## config.mk

```make
export PLATFORM = sky130hd
export DESIGN_NAME = mul_div_unit
export DESIGN_NICKNAME = d
export VERILOG_FILES = /design/src/rtl/mdu_pkg.sv /design/src/rtl/mul_div_unit.sv
export SDC_FILE = /design/constraint.sdc
export NUM_CORES = 1
export LEC_CHECK = 0
export BUFFER_PORTS_ARGS = -buffer_cell sky130_fd_sc_hd__buf_2
export CAP_MARGIN = 20
export CORE_MARGIN = 3
export CORE_UTILIZATION = 45
export CTS_BUF_LIST = sky130_fd_sc_hd__clkbuf_8 sky130_fd_sc_hd__clkbuf_16
export CTS_CLUSTER_DIAMETER = 40
export DETAILED_ROUTE_END_ITERATION = 10
export GPL_ROUTABILITY_DRIVEN = 0
export PLACE_DENSITY_LB_ADDON = 0.25
export SETUP_SLACK_MARGIN = 0.4
export SLEW_MARGIN = 15
export SYNTH_ARGS = -nofsm -noshare
export SYNTH_HDL_FRONTEND = slang
export SYNTH_SLANG_ARGS = --single-unit
```

## constraint.sdc

```tcl
create_clock -name clk -period 3.84 [get_ports clk]
set_clock_uncertainty 0.1 [all_clocks]
set_input_delay 0.96 -clock clk [delete_from_list [all_inputs] [get_ports clk]]
set_output_delay 0.96 -clock clk [all_outputs]
set_load 0.01 [all_outputs]
```

## src/rtl/mdu_pkg.sv

```systemverilog
// Shared definitions for the iterative multiply/divide unit: widths, op and
// state encodings, and small op-decode helpers.
package mdu_pkg;

  localparam int MDU_WIDTH = 8;
  localparam logic [MDU_WIDTH-1:0] DIV0_QUOTIENT = 8'hFF;

  typedef enum logic [1:0] {
    OP_MULLO = 2'b00,
    OP_MULHI = 2'b01,
    OP_DIVQ  = 2'b10,
    OP_DIVR  = 2'b11
  } op_e;

  typedef enum logic [1:0] {
    IDLE = 2'b00,
    CALC = 2'b01,
    DONE = 2'b10
  } state_e;

  function automatic logic op_is_div(input op_e op);
    return op[1];
  endfunction

  // MULHI and DIVR both take their result from the upper accumulator half.
  function automatic logic op_sel_hi(input op_e op);
    return op[0];
  endfunction

endpackage

```

## src/rtl/mul_div_unit.sv

```systemverilog
// Iterative unsigned multiply/divide: one shift/accumulate step per cycle,
// result strobed out with a single-cycle load pulse.
module mul_div_unit
  import mdu_pkg::*;
#(
  parameter int WIDTH = MDU_WIDTH
) (
  input  logic             clk,
  input  logic             reset,
  input  logic             start,
  input  logic [1:0]       op,
  input  logic [WIDTH-1:0] a,
  input  logic [WIDTH-1:0] b,
  output logic             busy,
  output logic             load,
  output logic [WIDTH-1:0] d_out,
  output logic             div_by_zero
);

  localparam int CW = $clog2(WIDTH);
  localparam logic [CW-1:0] LAST = CW'(WIDTH - 1);

  state_e           state;
  op_e              op_r;
  logic [CW-1:0]    cnt;
  logic [WIDTH-1:0] a_r, b_r;
  // hi is product upper half (plus carry) for MUL, partial remainder for DIV;
  // lo is the multiplier being shifted out for MUL, dividend/quotient for DIV.
  logic [WIDTH:0]   hi;
  logic [WIDTH-1:0] lo;

  logic [WIDTH:0]   mul_sum, div_shift, div_diff, hi_n;
  logic [WIDTH-1:0] lo_n, res;
  logic             div_ge;

  always_comb begin
    mul_sum   = hi + (lo[0] ? {1'b0, a_r} : '0);
    div_shift = {hi[WIDTH-1:0], lo[WIDTH-1]};
    div_ge    = div_shift >= {1'b0, b_r};
    div_diff  = div_shift - {1'b0, b_r};
    if (op_is_div(op_r)) begin
      hi_n = div_ge ? div_diff : div_shift;
      lo_n = {lo[WIDTH-2:0], div_ge};
    end else begin
      hi_n = {1'b0, mul_sum[WIDTH:1]};
      lo_n = {mul_sum[0], lo[WIDTH-1:1]};
    end
    res = op_sel_hi(op_r) ? hi_n[WIDTH-1:0] : lo_n;
  end

  assign busy = (state != IDLE);
  assign load = (state == DONE);

  always_ff @(posedge clk) begin
    if (reset) begin
      state       <= IDLE;
      op_r        <= OP_MULLO;
      cnt         <= '0;
      a_r         <= '0;
      b_r         <= '0;
      hi          <= '0;
      lo          <= '0;
      d_out       <= '0;
      div_by_zero <= 1'b0;
    end else begin
      unique case (state)
        IDLE: if (start) begin
          a_r  <= a;
          b_r  <= b;
          op_r <= op_e'(op);
          cnt  <= '0;
          hi   <= '0;
          lo   <= op[1] ? a : b;
          if (op[1] && b == '0) begin
            state       <= DONE;
            d_out       <= (op_e'(op) == OP_DIVQ) ? WIDTH'(DIV0_QUOTIENT) : a;
            div_by_zero <= 1'b1;
          end else begin
            state       <= CALC;
            div_by_zero <= 1'b0;
          end
        end
        CALC: begin
          hi  <= hi_n;
          lo  <= lo_n;
          cnt <= cnt + 1'b1;
          if (cnt == LAST) begin
            d_out <= res;
            state <= DONE;
          end
        end
        DONE:    state <= IDLE;
        default: state <= IDLE;
      endcase
    end
  end

endmodule

```

==> impl_metrics.toml <==
[setup_path]
critical_path_arrival_ns = 2.92
cp-start-kind = "flip-flop"
critPathRequiredTime_ns = 3.88
timing.rr.start = "lo[7]"
critical_path.endpoint_type = "flip-flop"
r2r_worst_path_depth = 11
ff2ff_setup_slack_ns = 0.95
crit_path_max_fanout = 3
timing_worst_setup_path_type = "reg -> reg"
r2r-end = "d_out[6]"

[finish]
final_cells = 530
fin_nets = 474
insertedDiodeCount = 0
drive_gt1_share_pct = 13.6
synthesis_to_layout_area_growth_pct = 11.2
postLayoutCoreUtil_pct = 51.7

[sta]
relSlewSlack_pct = 35.2
finalSetupViolations = 0
final-max-slew-violation-count = 0
clock.fmax_mhz = 347
finalHoldViolations = 0
fin_crit_ns = 2.89
grt_setup_unrepaired = "no"
final.setup.tns_ns = 0
final_min_period_over_clock_period_pct = 75.1
worst_pin_slew_ns = 0.972

[clock_tree]
post_cts_resized = 0
cts_buf_count = 5
post_cts_hold_buffer_count = 0
cts_root_buf = "sky130_fd_sc_hd__clkbuf_8"
clock_sink_count = 49
clkLatencyLatePin_ns = 0.30
cts_setup_buffers = 0
tritoncts = "yes"
path_clk_slew_ns = 0.10
deepest_level_of_the_cts_h_tree = 2
ctsLongestPathBuffers = 2

[floorplan]
die_width_um = 90.1
start_util_pct = 46.5
floorplan.io_pins = 32
floorplan.rows = 30
die_area_um2 = 8110
core_area_um2 = 6830
floorplan.die.height_um = 90.1

[yosys]
post_synth_most_frequent_cells = "53 x sky130_fd_sc_hd__nand2_1, 52 x sky130_fd_sc_hd__a21oi_1, 49 x sky130_fd_sc_hd__dfxtp_1"
synth_cells = 414
yosys_warnings = 0
synth_ff_type = "sky130_fd_sc_hd__dfxtp_1"
synth-seq-cells = 49
asyncSetResetFlopFracSynth_pct = 0
synth_top_cell_by_area = "sky130_fd_sc_hd__dfxtp_1"
dominant_cell_by_count_in_the_synthesized_netlist = "sky130_fd_sc_hd__nand2_1"
syn-mean-instance-area_um2 = 7.68
yosysUniqueCellTypes = 56
synth_area_leaders = "sky130_fd_sc_hd__dfxtp_1 31%, sky130_fd_sc_hd__a21oi_1 8.2%, sky130_fd_sc_hd__ha_1 7.1%"
post_synth_instance_area_um2 = 3180
synth.top_cell.area_share_pct = 30.9
synth-seq-area-share_pct = 30.9
mappedNetlistNets = 455
number_of_flops_mapped_to_enable_cells_by_yosys = 0

[placed_design]
place.detailed.instances = 521
buffer_ports.inserted = 31
place_hpwl_mm = 6.48

[status]
outcome = "completed"

[run]
max_cap_violations = 0

[pwr]
design_power_total_w = 0.00130
peakVddDrop_mv = 0.228
powerDensity_nw_per_um2 = 368
p_leak_nw = 1.47

[grt]
wire_length_of_the_first_global_routing_pass_mm = 14.8
final_global_route_overflow_total = 0
globalRouteTotalUtil_pct = 21.9
number_of_global_route_vias_before_repair = 2933
antenna_found_initial = 0
grt_max_degree = 52

[worst_hold_path]
min_delay_path_depth = 2
hold-path-endpoint = "b_r[7]"
hold_path_startpoint = "b_r[7]"
kind_of_path_behind_the_tightest_hold_check = "reg -> reg"

[routing]
drt_pass1_iterations = 6
drt_iter0_drc = 290
drc_errors = 0
drt-wirelength-per-cell_um = 17.0
vias = 3139
drtAntennaViolNets = 0
post_drt_via_cell_ratio = 5.92
drt_wl_total_mm = 9.01
[cells in the final DEF (no fill, tap or decap), drive strengths merged, types with 3 or more instances in the layout]
master,n
xor2,4
buf,38
a311oi,3
nor2b,3
ha,18
nand2,54
a21oi,53
xnor2,6
o21ai,21
nand3,17
and2,9
o211ai,5
mux2i,15
clkbuf,6
mux2,3
a211o,4
o31a,4
inv,17
a21o,7
nor2,46
a22oi,4
a31oi,4
nand2b,4
dfxtp,49
a211oi,5
o31ai,3
[flip-flops by register name, indices dropped and copies added (netlist names)]
| register | flops |
|---|---|
| a_r | 8 |
| lo | 8 |
| d_out | 8 |
| hi | 9 |
| op_r | 2 |
| cnt | 3 |
| div_by_zero | 1 |
| b_r | 8 |
| state | 2 |
[critical path: stages (launching register included)]
cell                       delay [ns]
sky130_fd_sc_hd__dfxtp_1         0.35
sky130_fd_sc_hd__inv_1           0.09
sky130_fd_sc_hd__ha_1            0.18
sky130_fd_sc_hd__inv_1           0.06
sky130_fd_sc_hd__fa_1            0.40
sky130_fd_sc_hd__a211oi_1        0.36
sky130_fd_sc_hd__o21bai_1        0.16
sky130_fd_sc_hd__a21oi_1         0.23
sky130_fd_sc_hd__xnor2_1         0.09
sky130_fd_sc_hd__mux2_2          0.27
sky130_fd_sc_hd__mux2i_1         0.25
sky130_fd_sc_hd__a41oi_1         0.18
[cell families (layout without fill, tap and decap cells)]
family / count (synthesis) / in the layout / synth area share (%)
buffers and inverters: 43 / 63 / 5.16
and+or+nand+nor: 143 / 143 / 20.3
DFF: 49 / 49 / 30.9
muxes: 18 / 18 / 5.78
adders and majority gates: 20 / 20 / 8.34
AOI/OAI and AO/OA: 131 / 131 / 26.8
xor gates and xnor gates: 10 / 10 / 2.75
[layout make-up]
cell class / instances / area [um2]
Sequential cell: 49 / 981
Clock buffer: 6 / 82.6
Clock inverter: 2 / 37.5
Tap cell: 96 / 120
Multi-Input combinational cell: 322 / 2030
Timing Repair Buffer: 38 / 215
Inverter: 17 / 63.8
Fill cell: 676 / 3300
[how the worst max path moves through the flow]
stage                     cells after the start  startpoint       end  slack [ns]
after floorplan                               8        b[6]  d_out[4]        1.29
after global placement                        8       op[1]  d_out[2]        1.01
after detailed placement                      8       op[1]  d_out[2]        0.95
after CTS                                    11       lo[7]  d_out[6]        1.06
after global routing                         11       lo[7]  d_out[6]        0.75
final                                        11       lo[7]  d_out[6]        0.95
[per-layer routing]
metal / vias to the layer above / share of wire, % / GRT usage [%]
met5: - / 0 / 0
met4: 0 / 2.7 / 7.53
met3: 22 / 6.7 / 3.10
met2: 144 / 45 / 34.5
met1: 1462 / 46 / 30.7
li1: 1511 / - / -
[metrics by stage]
step                area (um2)  worst slack [ns]  hold slack [ns]
finish                    3530             0.954            0.358
global route              3530             0.748            0.385
CTS                       3520              1.06            0.361
detailed placement        3400             0.954            0.347
global placement          3400              1.01            0.342
floorplan                 3180              1.29            0.332
[report_power, final]
part / switching, W / total (W) / internal [W]
Sequential: 0.0000307 / 0.000566 / 0.000535
Combinational: 0.000211 / 0.000344 / 0.000133
Clock: 0.000181 / 0.000393 / 0.000212
Total: 0.000423 / 0.00130 / 0.000880
No activity file was read; power rests on OpenSTA's default activity.
